===== config.mk =====
export PLATFORM = sky130hd
export DESIGN_NAME = calc_loader
export DESIGN_NICKNAME = d
export VERILOG_FILES = /design/src/rtl/calc_loader.sv
export SDC_FILE = /design/constraint.sdc
export NUM_CORES = 1
export LEC_CHECK = 0
export CORE_ASPECT_RATIO = 1.25
export CORE_MARGIN = 2
export CORE_UTILIZATION = 52
export DETAILED_ROUTE_END_ITERATION = 16
export PLACE_DENSITY = 0.86
export SETUP_SLACK_MARGIN = 0.02
export SLEW_MARGIN = 15
export SYNTH_ARGS = -nofsm -noshare
export SYNTH_HDL_FRONTEND = slang
export SYNTH_SLANG_ARGS = --single-unit

===== constraint.sdc =====
create_clock -name clk_i -period 4.3 [get_ports clk_i]
set_clock_uncertainty 0.05 [all_clocks]
set_input_delay 0.86 -clock clk_i [delete_from_list [all_inputs] [get_ports clk_i]]
set_output_delay 0.86 -clock clk_i [all_outputs]
set_load 0.005 [all_outputs]

===== src/rtl/calc_loader.sv =====
// Operand loader: packs pairs of DATA_W operands into MEM_WORD_SIZE words
// and writes them to an inclusive SRAM address range, one word per pair.
module calc_loader #(
  parameter int ADDR_W        = 9,
  parameter int DATA_W        = 32,
  parameter int MEM_WORD_SIZE = 64
) (
  input  logic                     clk_i,
  input  logic                     rst_i,
  input  logic                     start_i,
  input  logic [ADDR_W-1:0]        load_start_addr_i,
  input  logic [ADDR_W-1:0]        load_end_addr_i,
  input  logic                     abort_i,
  input  logic                     in_valid_i,
  input  logic [DATA_W-1:0]        in_data_i,
  output logic                     in_ready_o,
  output logic                     mem_write_o,
  output logic [ADDR_W-1:0]        mem_addr_o,
  output logic [MEM_WORD_SIZE-1:0] mem_data_o,
  output logic                     busy_o,
  output logic                     done_o,
  output logic                     err_o,
  output logic [ADDR_W:0]          words_written_o
);

  typedef enum logic [2:0] {
    IDLE    = 3'd0,
    PACK_LO = 3'd1,
    PACK_HI = 3'd2,
    WRITE   = 3'd3,
    DONE    = 3'd4
  } state_e;

  state_e                   state_q, state_d;
  logic [ADDR_W-1:0]        addr_q;
  logic [ADDR_W-1:0]        end_addr_q;
  logic [MEM_WORD_SIZE-1:0] data_q;
  logic [ADDR_W:0]          words_q;
  logic                     in_ready_q;
  logic                     mem_write_q;
  logic                     busy_q;
  logic                     done_q;
  logic                     err_q;
  logic                     start_req;
  logic                     range_ok;

  // abort_i has priority over a concurrent start
  assign start_req = start_i && !abort_i;
  assign range_ok  = (load_end_addr_i >= load_start_addr_i);

  // Next-state decode
  always_comb begin
    state_d = state_q;
    case (state_q)
      IDLE: begin
        if (start_req && range_ok) begin
          state_d = PACK_LO;
        end else begin
          state_d = IDLE;
        end
      end
      PACK_LO: begin
        if (abort_i) begin
          state_d = IDLE;
        end else if (in_valid_i) begin
          state_d = PACK_HI;
        end else begin
          state_d = PACK_LO;
        end
      end
      PACK_HI: begin
        if (abort_i) begin
          state_d = IDLE;
        end else if (in_valid_i) begin
          state_d = WRITE;
        end else begin
          state_d = PACK_HI;
        end
      end
      WRITE: begin
        if (abort_i) begin
          state_d = IDLE;
        end else if (addr_q == end_addr_q) begin
          state_d = DONE;
        end else begin
          state_d = PACK_LO;
        end
      end
      DONE: begin
        state_d = IDLE;
      end
      default: begin
        state_d = IDLE;
      end
    endcase
  end

  // State, datapath and registered outputs; strobes follow the next state only
  always_ff @(posedge clk_i or negedge rst_i) begin
    if (!rst_i) begin
      state_q     <= IDLE;
      addr_q      <= '0;
      end_addr_q  <= '0;
      data_q      <= '0;
      words_q     <= '0;
      in_ready_q  <= 1'b0;
      mem_write_q <= 1'b0;
      busy_q      <= 1'b0;
      done_q      <= 1'b0;
      err_q       <= 1'b0;
    end else begin
      state_q     <= state_d;
      in_ready_q  <= (state_d == PACK_LO) || (state_d == PACK_HI);
      mem_write_q <= (state_d == WRITE);
      busy_q      <= (state_d != IDLE);
      done_q      <= (state_d == DONE);
      err_q       <= (state_q == IDLE) && start_req && !range_ok;
      case (state_q)
        IDLE: begin
          if (state_d == PACK_LO) begin
            addr_q     <= load_start_addr_i;
            end_addr_q <= load_end_addr_i;
            words_q    <= '0;
            data_q     <= '0;
          end
        end
        PACK_LO: begin
          if (state_d == PACK_HI) begin
            data_q[DATA_W-1:0] <= in_data_i;
          end
        end
        PACK_HI: begin
          if (state_d == WRITE) begin
            data_q[MEM_WORD_SIZE-1:DATA_W] <= in_data_i;
          end
        end
        WRITE: begin
          // The strobe is already on the bus, so an aborted write still counts
          words_q <= words_q + (ADDR_W+1)'(1);
          if (state_d == PACK_LO) begin
            addr_q <= addr_q + ADDR_W'(1);
          end
        end
        default: begin
        end
      endcase
    end
  end

  assign in_ready_o      = in_ready_q;
  assign mem_write_o     = mem_write_q;
  assign mem_addr_o      = addr_q;
  assign mem_data_o      = data_q;
  assign busy_o          = busy_q;
  assign done_o          = done_q;
  assign err_o           = err_q;
  assign words_written_o = words_q;

endmodule


# Word level (Yosys, flattened, before mapping)
# Index checks and enable logic that the tools add are counted.
# totals
output_inout_bits,88
in_bits,55
regBits,100
# op_classes
n_addsub,2
muxes,18
eq_ne,12
n_reduce_logical,17
n_lt_le_gt_ge,1
# ops
cell,count
case mux 32 bit (2 select lines),2
two-way mux 32 bit,2
two-way mux 64 bit,1
case mux 10 bit (2 select lines),1
two-way mux 9 bit,2
case mux 9 bit (2 select lines),1
equality test 3 x 2 -> 1 bit (second input constant),4
case mux 3 bit (4 select lines),1
adder 10 x 1 -> 10 bit (second input constant),1
two-way mux 10 bit,1
adder 9 x 1 -> 9 bit (second input constant),1
equality test 9 bit,1
greater-or-equal comparator 9 bit,1
AND reduction 3 bit,3
inequality test 2 bit (second input constant),4
equality test 3 x 1 -> 1 bit (second input constant),2
two-way mux 2 bit,3
two-way mux 3 bit,2
nonzero test 2 bit,3
logical AND 1 bit,4
AND reduction 2 bit,2
equality test 3 bit (second input constant),1
zero test 3 bit,1
nonzero test 3 bit,1
3 further kinds,5

# Longest topological paths before layout
# Gate-level depths: netlist (run 1).
# logic_depth
ltp_word,8
ltp_mapped,10
ltp_nobuf,8

# Worst setup path after synthesis (run 1)
# Ideal clock, no wire load.
# synth_timing
kind,in2reg
startpoint,input load_start_addr_i[2]
endpoint,register data_q[32] (netlist: mem_data_o[32])
path_buffers,2
setup_ps,79
path_stages,10
path_slack_ps,1626
required_ps,4171
arrival_time_ps,2545
cell_sequence,inv_1 > ha_1 > a211oi_1 > or3_1 > o211ai_2 > o21ba_1 > buf_6 > nor2_2 > buf_8 > mux2i_1
# synth_between
elab_chain_len,7
word_cells_on_any_way,9
classes_between,order compare: 1; eq/ne: 4; mux: 2; reduce/logical: 2
# synth_rtl
item,line,source
from (decl),11,"input logic [ADDR_W-1:0] load_start_addr_i,"
greater-or-equal comparator 9 bit *,49,assign range_ok = (load_end_addr_i >= load_start_addr_i);
logical AND 1 bit *,56,if (start_req && range_ok) begin
two-way mux 1 bit *,56,
case mux 3 bit (4 select lines) *,54,case (state_q)
equality test 3 x 2 -> 1 bit / equality test 3 x 1 -> 1 bit (equally long branches),"133, 120",
inequality test 2 bit (no line),n/a,
AND reduction 3 bit (no line) *,n/a,
"to (signal, indexed assignment)",129,data_q[DATA_W-1:0] <= in_data_i;
"to (signal, indexed assignment)",134,data_q[MEM_WORD_SIZE-1:DATA_W] <= in_data_i;
to (decl),37,logic [MEM_WORD_SIZE-1:0] data_q;
# Mark *: on every way between the ends. The rest lies on a longest branch, timed or not.
# A chain may end at the register's enable or synchronous reset.

# Worst setup path in the final report (run 1)
# layout_timing
startpoint,input load_start_addr_i[8]
endpoint,register end_addr_q[8]
# layout_between
elab_chain_len,6
# layout_rtl
item,line,source
greater-or-equal comparator 9 bit,49,
logical AND 1 bit,56,
two-way mux 1 bit,56,
case mux 3 bit (4 select lines),54,
equality test 3 x 1 -> 1 bit,120,if (state_d == PACK_LO) begin
AND reduction 2 bit (no line),n/a,
to (signal assigned),122,end_addr_q <= load_end_addr_i;
to (decl),36,logic [ADDR_W-1:0] end_addr_q;
# No other way between the ends.

==> impl_metrics.env, run 1 <==
export IMPL_vias_per_cell=5.28
export IMPL_worst_slew_pin_slew_ps=963
export IMPL_clock_latency_ps=330
export IMPL_post_cts_resized=0
export IMPL_nets=701
export IMPL_cts_reportedPaths_clkPinSlew_ps=70
export IMPL_final_util=0.733
export IMPL_async_flop_share=1.00
export IMPL_antenna_cells=0
export IMPL_synth_edff_count=0
export IMPL_syn_area_um2=4940
export IMPL_cts_tree="built"
export IMPL_routed_wl_mm=12.2
export IMPL_syn_area_per_cell_um2=10.0
export IMPL_synth_warning_count=0
export IMPL_grt_pass1_wl_mm=20.7
export IMPL_dpl_cell_area_um2=6430
export IMPL_design_core_area_um2=9170
export IMPL_synth_fa_ha_area_frac=0.0279
export IMPL_holdBufCountCts=0
export IMPL_synth_top_family_by_area="multiplexers"
export IMPL_synthesis_nets=560
export IMPL_design_area_um2=6730
export IMPL_status="complete, no violations"
export IMPL_clockRootBuffer="clkbuf_16"
export IMPL_vias=4030
export IMPL_power_density_nw_per_um2=426
export IMPL_ir_worst_vdd_v=0.000269
export IMPL_grt_pass1_vias=4276
export IMPL_rsz0062_at_grt="no"
export IMPL_drive_gt1_frac=0.0672
export IMPL_drtIter0Drc=245
export IMPL_synthFlopType="dfrtp_1"
export IMPL_synth_yosys_seq_area_share=0.506
export IMPL_fin_cells=763
export IMPL_synth_compound_area_frac=0.0717
export IMPL_ant_nets=0
export IMPL_drv_cap=0
export IMPL_antenna_found_initial=0
export IMPL_ioPinCount=143
export IMPL_finalHoldViolations=0
export IMPL_die_h_um=113
export IMPL_dp_hpwl_mm=9.02
export IMPL_grt_max_degree=69
export IMPL_setup_viol_count_final=0
export IMPL_start_util=0.539
export IMPL_cp_max_fo=16
export IMPL_first_pass_iters=4
export IMPL_wl_per_cell_um=16.0
export IMPL_clock_sinks=100
export IMPL_globalplace_congestion=0.835
export IMPL_track_usage=0.251
export IMPL_leakagePower_nw=3.15
export IMPL_cts_max_level=3
export IMPL_final_period_utilization=0.780
export IMPL_dp_cells=747
export IMPL_die_width_um=91.2
export IMPL_synthCells=494
export IMPL_drc=0
export IMPL_maxSlewViolCount=0
export IMPL_critPathRequiredTime_ps=4470
export IMPL_end_kind="flip-flop"
export IMPL_cts_made_buffers=9
export IMPL_syn_to_final_growth_pct=36.2
export IMPL_synthXorXnorAreaFrac=0.0160
export IMPL_max_freq_mhz=298
export IMPL_slew_headroom=0.356
export IMPL_crit_arrival_ps=3530
export IMPL_synth_mux_area_frac=0.154
export IMPL_clk_path_buf_depth=2
export IMPL_fillCellCount=690
export IMPL_portBuffers=142
export IMPL_rows=39
export IMPL_synth_cell_types=46
export IMPL_fin_crit_ps=3360
export IMPL_synth_seq_cells=100
export IMPL_setup_worst_path_start_class="input port"
export IMPL_tns_ps=0
export IMPL_worstSetupPathType="in -> reg"
export IMPL_grt_ovfl_total=0
export IMPL_die_area_um2=10300
export IMPL_synth_simple_area_share=0.133
export IMPL_postCtsSetupBuffers=0
export IMPL_hp_class="reg -> reg"
per-stage QoR:
stage / power [W] / setup WS, ps / hold slack [ps]
2_1_floorplan: 0.00163 / 1630 / 443
3_3_place_gp: 0.00206 / 688 / 448
3_5_place_dp: 0.00210 / 611 / 452
4_1_cts: 0.00289 / 949 / 462
5_1_grt: 0.00302 / 782 / 496
6_report: 0.00287 / 945 / 462
cell type report:
class,instances,area [um2],share of cell area
Clock buffer,11,253,0.0376
Clock inverter,5,43.8,0.00651
Inverter,79,297,0.0441
Multi-Input combinational cell,295,2000,0.297
Sequential cell,100,2500,0.372
Tap cell,123,154,0.0229
Timing Repair Buffer,150,1480,0.220
cell usage in the layout, fill, tap and decap left out, drive strengths merged, types with 2 or more instances in the layout:
master           n
nor3b            3
ha              11
buf              9
o22ai            4
nor3            10
nand3            9
xor2             2
nor2b            2
xnor2            7
a21oi           13
o2bb2ai          2
nand2           81
nand2b           4
nor2            23
mux2             9
o211ai           2
clkinvlp         2
o21ai           13
nand4            4
a31oi            8
or2              3
a22oi            2
nand3b           2
inv             81
clkdlybuf4s50  141
clkbuf          11
dfrtp          100
o31ai            2
mux2i           66
or3              2
cells by family (layout without fill, tap and decap cells):
logic type,count (synthesis),in the layout
AND/OR/NAND/NOR,146,146
flip-flops,100,100
buffers and inverters,99,245
multiplexers,75,75
AO/OA/AOI/OAI,54,54
adder cells (fa/ha/maj),11,11
XOR/XNOR,9,9
sequential cells by signal, summed over array words and instances (netlist names):
name and flops:
words_written_o 10, err_o 1, mem_write_o 1, in_ready_o 1
busy_o 1, end_addr_q 9, mem_data_o 64, mem_addr_o 9
done_o 1, state_q 3
power by group:
part | internal (W) | switching [W] | total [W] | leakage [nW]
clock network | 0.000431 | 0.000356 | 0.000787 | 0.140
logic | 0.000474 | 0.000326 | 0.000800 | 1.67
registers | 0.00111 | 0.000171 | 0.00128 | 1.34
total | 0.00202 | 0.000853 | 0.00287 | 3.15
worst max-delay path, cell delays in order:
cell and delay [ps]:
clkdlybuf4s50_1 490, inv_1 50, ha_1 310, nand4_1 120, or3_1 400, o211ai_2 80
o21ba_1 580, buf_4 290, mux2_2 350
routing by layer:
metal  track usage  wire [um]  vias up
met2         0.428       6460      135
met5             0          0        -
li1              -          -     1895
met4         0.124        473        0
met1         0.307       4720     1968
met3        0.0486        574       32
synthesized netlist by cell type (9+ instances only):
library cell,number,area [um2]
a21oi_1,13,65.1
clkbuf_1,10,37.5
dfrtp_1,100,2500
ha_1,11,138
inv_1,79,297
mux2_2,9,101
mux2i_1,66,661
nand2_1,81,304
nand3_1,9,45.0
nor2_1,21,78.8
nor3_1,10,50.1
o21ai_0,13,65.1
worst paths after layout:
path / from / cells after the start / end / slack (ps)
max: load_start_addr_i[8] / 9 / end_addr_q[8]$_DFFE_PN0P_ / 940
min: words_written_o[8]$_DFFE_PN0P_ / 1 / words_written_o[8]$_DFFE_PN0P_ / 460
max reg2reg: state_q[2]$_DFF_PN0_ / 5 / end_addr_q[8]$_DFFE_PN0P_ / 1990
min reg2reg: words_written_o[8]$_DFFE_PN0P_ / 1 / words_written_o[8]$_DFFE_PN0P_ / 460
max in group asynchronous: rst_i / 2 / words_written_o[6]$_DFFE_PN0P_ / 2840
min in group asynchronous: rst_i / 1 / mem_data_o[30]$_DFFE_PN0P_ / 580
No activity file was read; power rests on OpenSTA's default activity.
==> run 2: changes to the inputs <==
--- a/config.mk
+++ b/config.mk
@@ -7,9 +7,9 @@
 export LEC_CHECK = 0
 export CORE_ASPECT_RATIO = 1.25
 export CORE_MARGIN = 2
-export CORE_UTILIZATION = 52
+export CORE_UTILIZATION = 48
 export DETAILED_ROUTE_END_ITERATION = 16
-export PLACE_DENSITY = 0.86
+export PLACE_DENSITY = 0.81
 export SETUP_SLACK_MARGIN = 0.02
 export SLEW_MARGIN = 15
 export SYNTH_ARGS = -nofsm -noshare
==> constraint.sdc (replaced) <==
create_clock -name clk_i -period 3.1 [get_ports clk_i]
set_clock_uncertainty 0.05 [all_clocks]
set_input_delay 0.62 -clock clk_i [delete_from_list [all_inputs] [get_ports clk_i]]
set_output_delay 0.62 -clock clk_i [all_outputs]
set_load 0.005 [all_outputs]
==> run 2 against run 1 <==
Final area is 1.5% higher. Largest power group unchanged. Count of clock-buffer cells in the layout down 1. Critical path depth is 2 higher. Worst setup slack got worse by 610 ps. Global-route usage is 2.5 points lower.
==> impl_metrics.env, run 2 (same netlist as run 1, synthesis figures left out) <==
export IMPL_routed_wl_mm=12.2
export IMPL_setup_worst_path_start_class="input port"
export IMPL_leakagePower_nw=3.21
export IMPL_p_seq_frac=0.449
export IMPL_clk_path_buf_depth=2
export IMPL_wl_per_cell_um=15.8
export IMPL_cts_made_buffers=9
export IMPL_die_h_um=117
export IMPL_syn_to_final_growth_pct=38.3
export IMPL_grt_pass1_wl_mm=19.9
export IMPL_r2r_start="mem_addr_o[0]$_DFFE_PN0P_"
export IMPL_ioPinCount=143
export IMPL_cts_tree="built"
export IMPL_largest_reg_flops=64
export IMPL_finalHoldViolations=0
export IMPL_layout_commonest_cell="clkdlybuf4s50_1"
export IMPL_drive_gt1_frac=0.0757
export IMPL_status="complete, no violations"
export IMPL_postCtsSetupBuffers=0
export IMPL_final_period_utilization=0.892
export IMPL_die_area_um2=11100
export IMPL_clock_latency_ps=330
export IMPL_start_util=0.491
export IMPL_holdBufCountCts=0
export IMPL_dp_hpwl_mm=8.97
export IMPL_cts_max_level=3
export IMPL_slew_headroom=0.564
export IMPL_fin_cells=776
export IMPL_drtIter0Drc=224
export IMPL_design_area_um2=6830
export IMPL_fillCellCount=819
export IMPL_first_pass_iters=4
export IMPL_globalplace_congestion=0.882
export IMPL_hp_class="in -> async"
export IMPL_track_usage=0.226
export IMPL_final_util=0.680
export IMPL_swShare=0.289
export IMPL_vias_per_cell=5.14
export IMPL_power_density_nw_per_um2=583
export IMPL_critPathRequiredTime_ps=3260
export IMPL_power_w=0.00398
export IMPL_max_freq_mhz=361
export IMPL_clockRootBuffer="clkbuf_16"
export IMPL_grt_pass1_vias=4097
export IMPL_worst_slew_pin_slew_ps=654
export IMPL_ant_nets=0
export IMPL_clock_sinks=100
export IMPL_maxSlewViolCount=0
export IMPL_drv_cap=0
export IMPL_combPwrFrac=0.280
export IMPL_reg2reg_slack_ps=930
export IMPL_ir_worst_vdd_v=0.000387
export IMPL_nets=709
export IMPL_worstSetupPathType="in -> reg"
export IMPL_p_sw_w=0.00115
export IMPL_dpl_cell_area_um2=6550
export IMPL_drc=0
export IMPL_layout_common_cells="141 x clkdlybuf4s50_1, 100 x dfrtp_1, 81 x nand2_1"
export IMPL_crit_arrival_ps=2930
export IMPL_post_cts_resized=0
export IMPL_timing_rr_end="mem_addr_o[6]$_DFFE_PN0P_"
export IMPL_rows=41
export IMPL_cp_max_fo=22
export IMPL_r2r_cells=6
export IMPL_antenna_cells=0
export IMPL_grt_ovfl_total=0
export IMPL_portBuffers=142
export IMPL_die_width_um=94.7
export IMPL_setup_viol_count_final=0
export IMPL_fin_crit_ps=2770
export IMPL_end_kind="flip-flop"
export IMPL_dp_cells=761
export IMPL_design_core_area_um2=10100
export IMPL_p_int_w=0.00283
export IMPL_rsz0062_at_grt="no"
export IMPL_vias=3986
export IMPL_antenna_found_initial=0
export IMPL_tns_ps=0
export IMPL_cts_reportedPaths_clkPinSlew_ps=70
export IMPL_power_frac_clock=0.271
export IMPL_grt_max_degree=101
run 2: power by group through the flow:
stage,combinational [W],sequential [W],clock (W)
global placement,0.00109,0.00179,0
global route,0.00122,0.00182,0.00116
floorplan,0.000493,0.00177,0
CTS,0.00113,0.00179,0.00111
finish,0.00111,0.00179,0.00108
detailed placement,0.00112,0.00181,0
run 2: final cells by class:
class	instances	area [um2]	area share
clock buffer	10	229	0.0335
clock inverter	5	53.8	0.00787
inverter	79	297	0.0434
multi-input combinational	295	2000	0.293
sequential	100	2500	0.366
tap	129	161	0.0236
timing repair buffer	158	1590	0.233
run 2: metrics by stage:
stage / worst slack [ps] / hold slack [ps]
global route: 204 / 331
detailed placement: 4.49 / 451
CTS: 350 / 325
floorplan: 666 / 274
finish: 333 / 266
global placement: 95.2 / 436
run 2: worst max path at each step:
stage / startpoint / endpoint / slack, ps
finish: load_start_addr_i[6] / mem_data_o[12]$_DFFE_PN0P_ / 330
global route: load_start_addr_i[8] / state_q[0]$_DFF_PN0_ / 200
CTS: load_start_addr_i[6] / words_written_o[6]$_DFFE_PN0P_ / 350
detailed placement: load_start_addr_i[6] / mem_data_o[12]$_DFFE_PN0P_ / 4
global placement: load_start_addr_i[7] / mem_data_o[3]$_DFFE_PN0P_ / 100
floorplan: load_start_addr_i[2] / mem_data_o[32]$_DFFE_PN0P_ / 670
run 2: critical path, cell delays in order:
cell and delay (ps):
clkdlybuf4s50_1 520, inv_1 60, ha_1 300, nand4_1 120, or3_1 410, o211ai_2 80, o21ba_1 210, buf_12 180
a31oi_4 60, buf_4 220, mux2i_1 140
run 2: per-layer routing:
layer	up-vias	track usage	wire length, um	part of all wire
li1	1907	-	-	-
met4	0	0.0471	85	0.0069
met5	-	0	0	0
met2	137	0.387	6390	0.52
met1	1936	0.279	4810	0.39
met3	6	0.0713	946	0.077
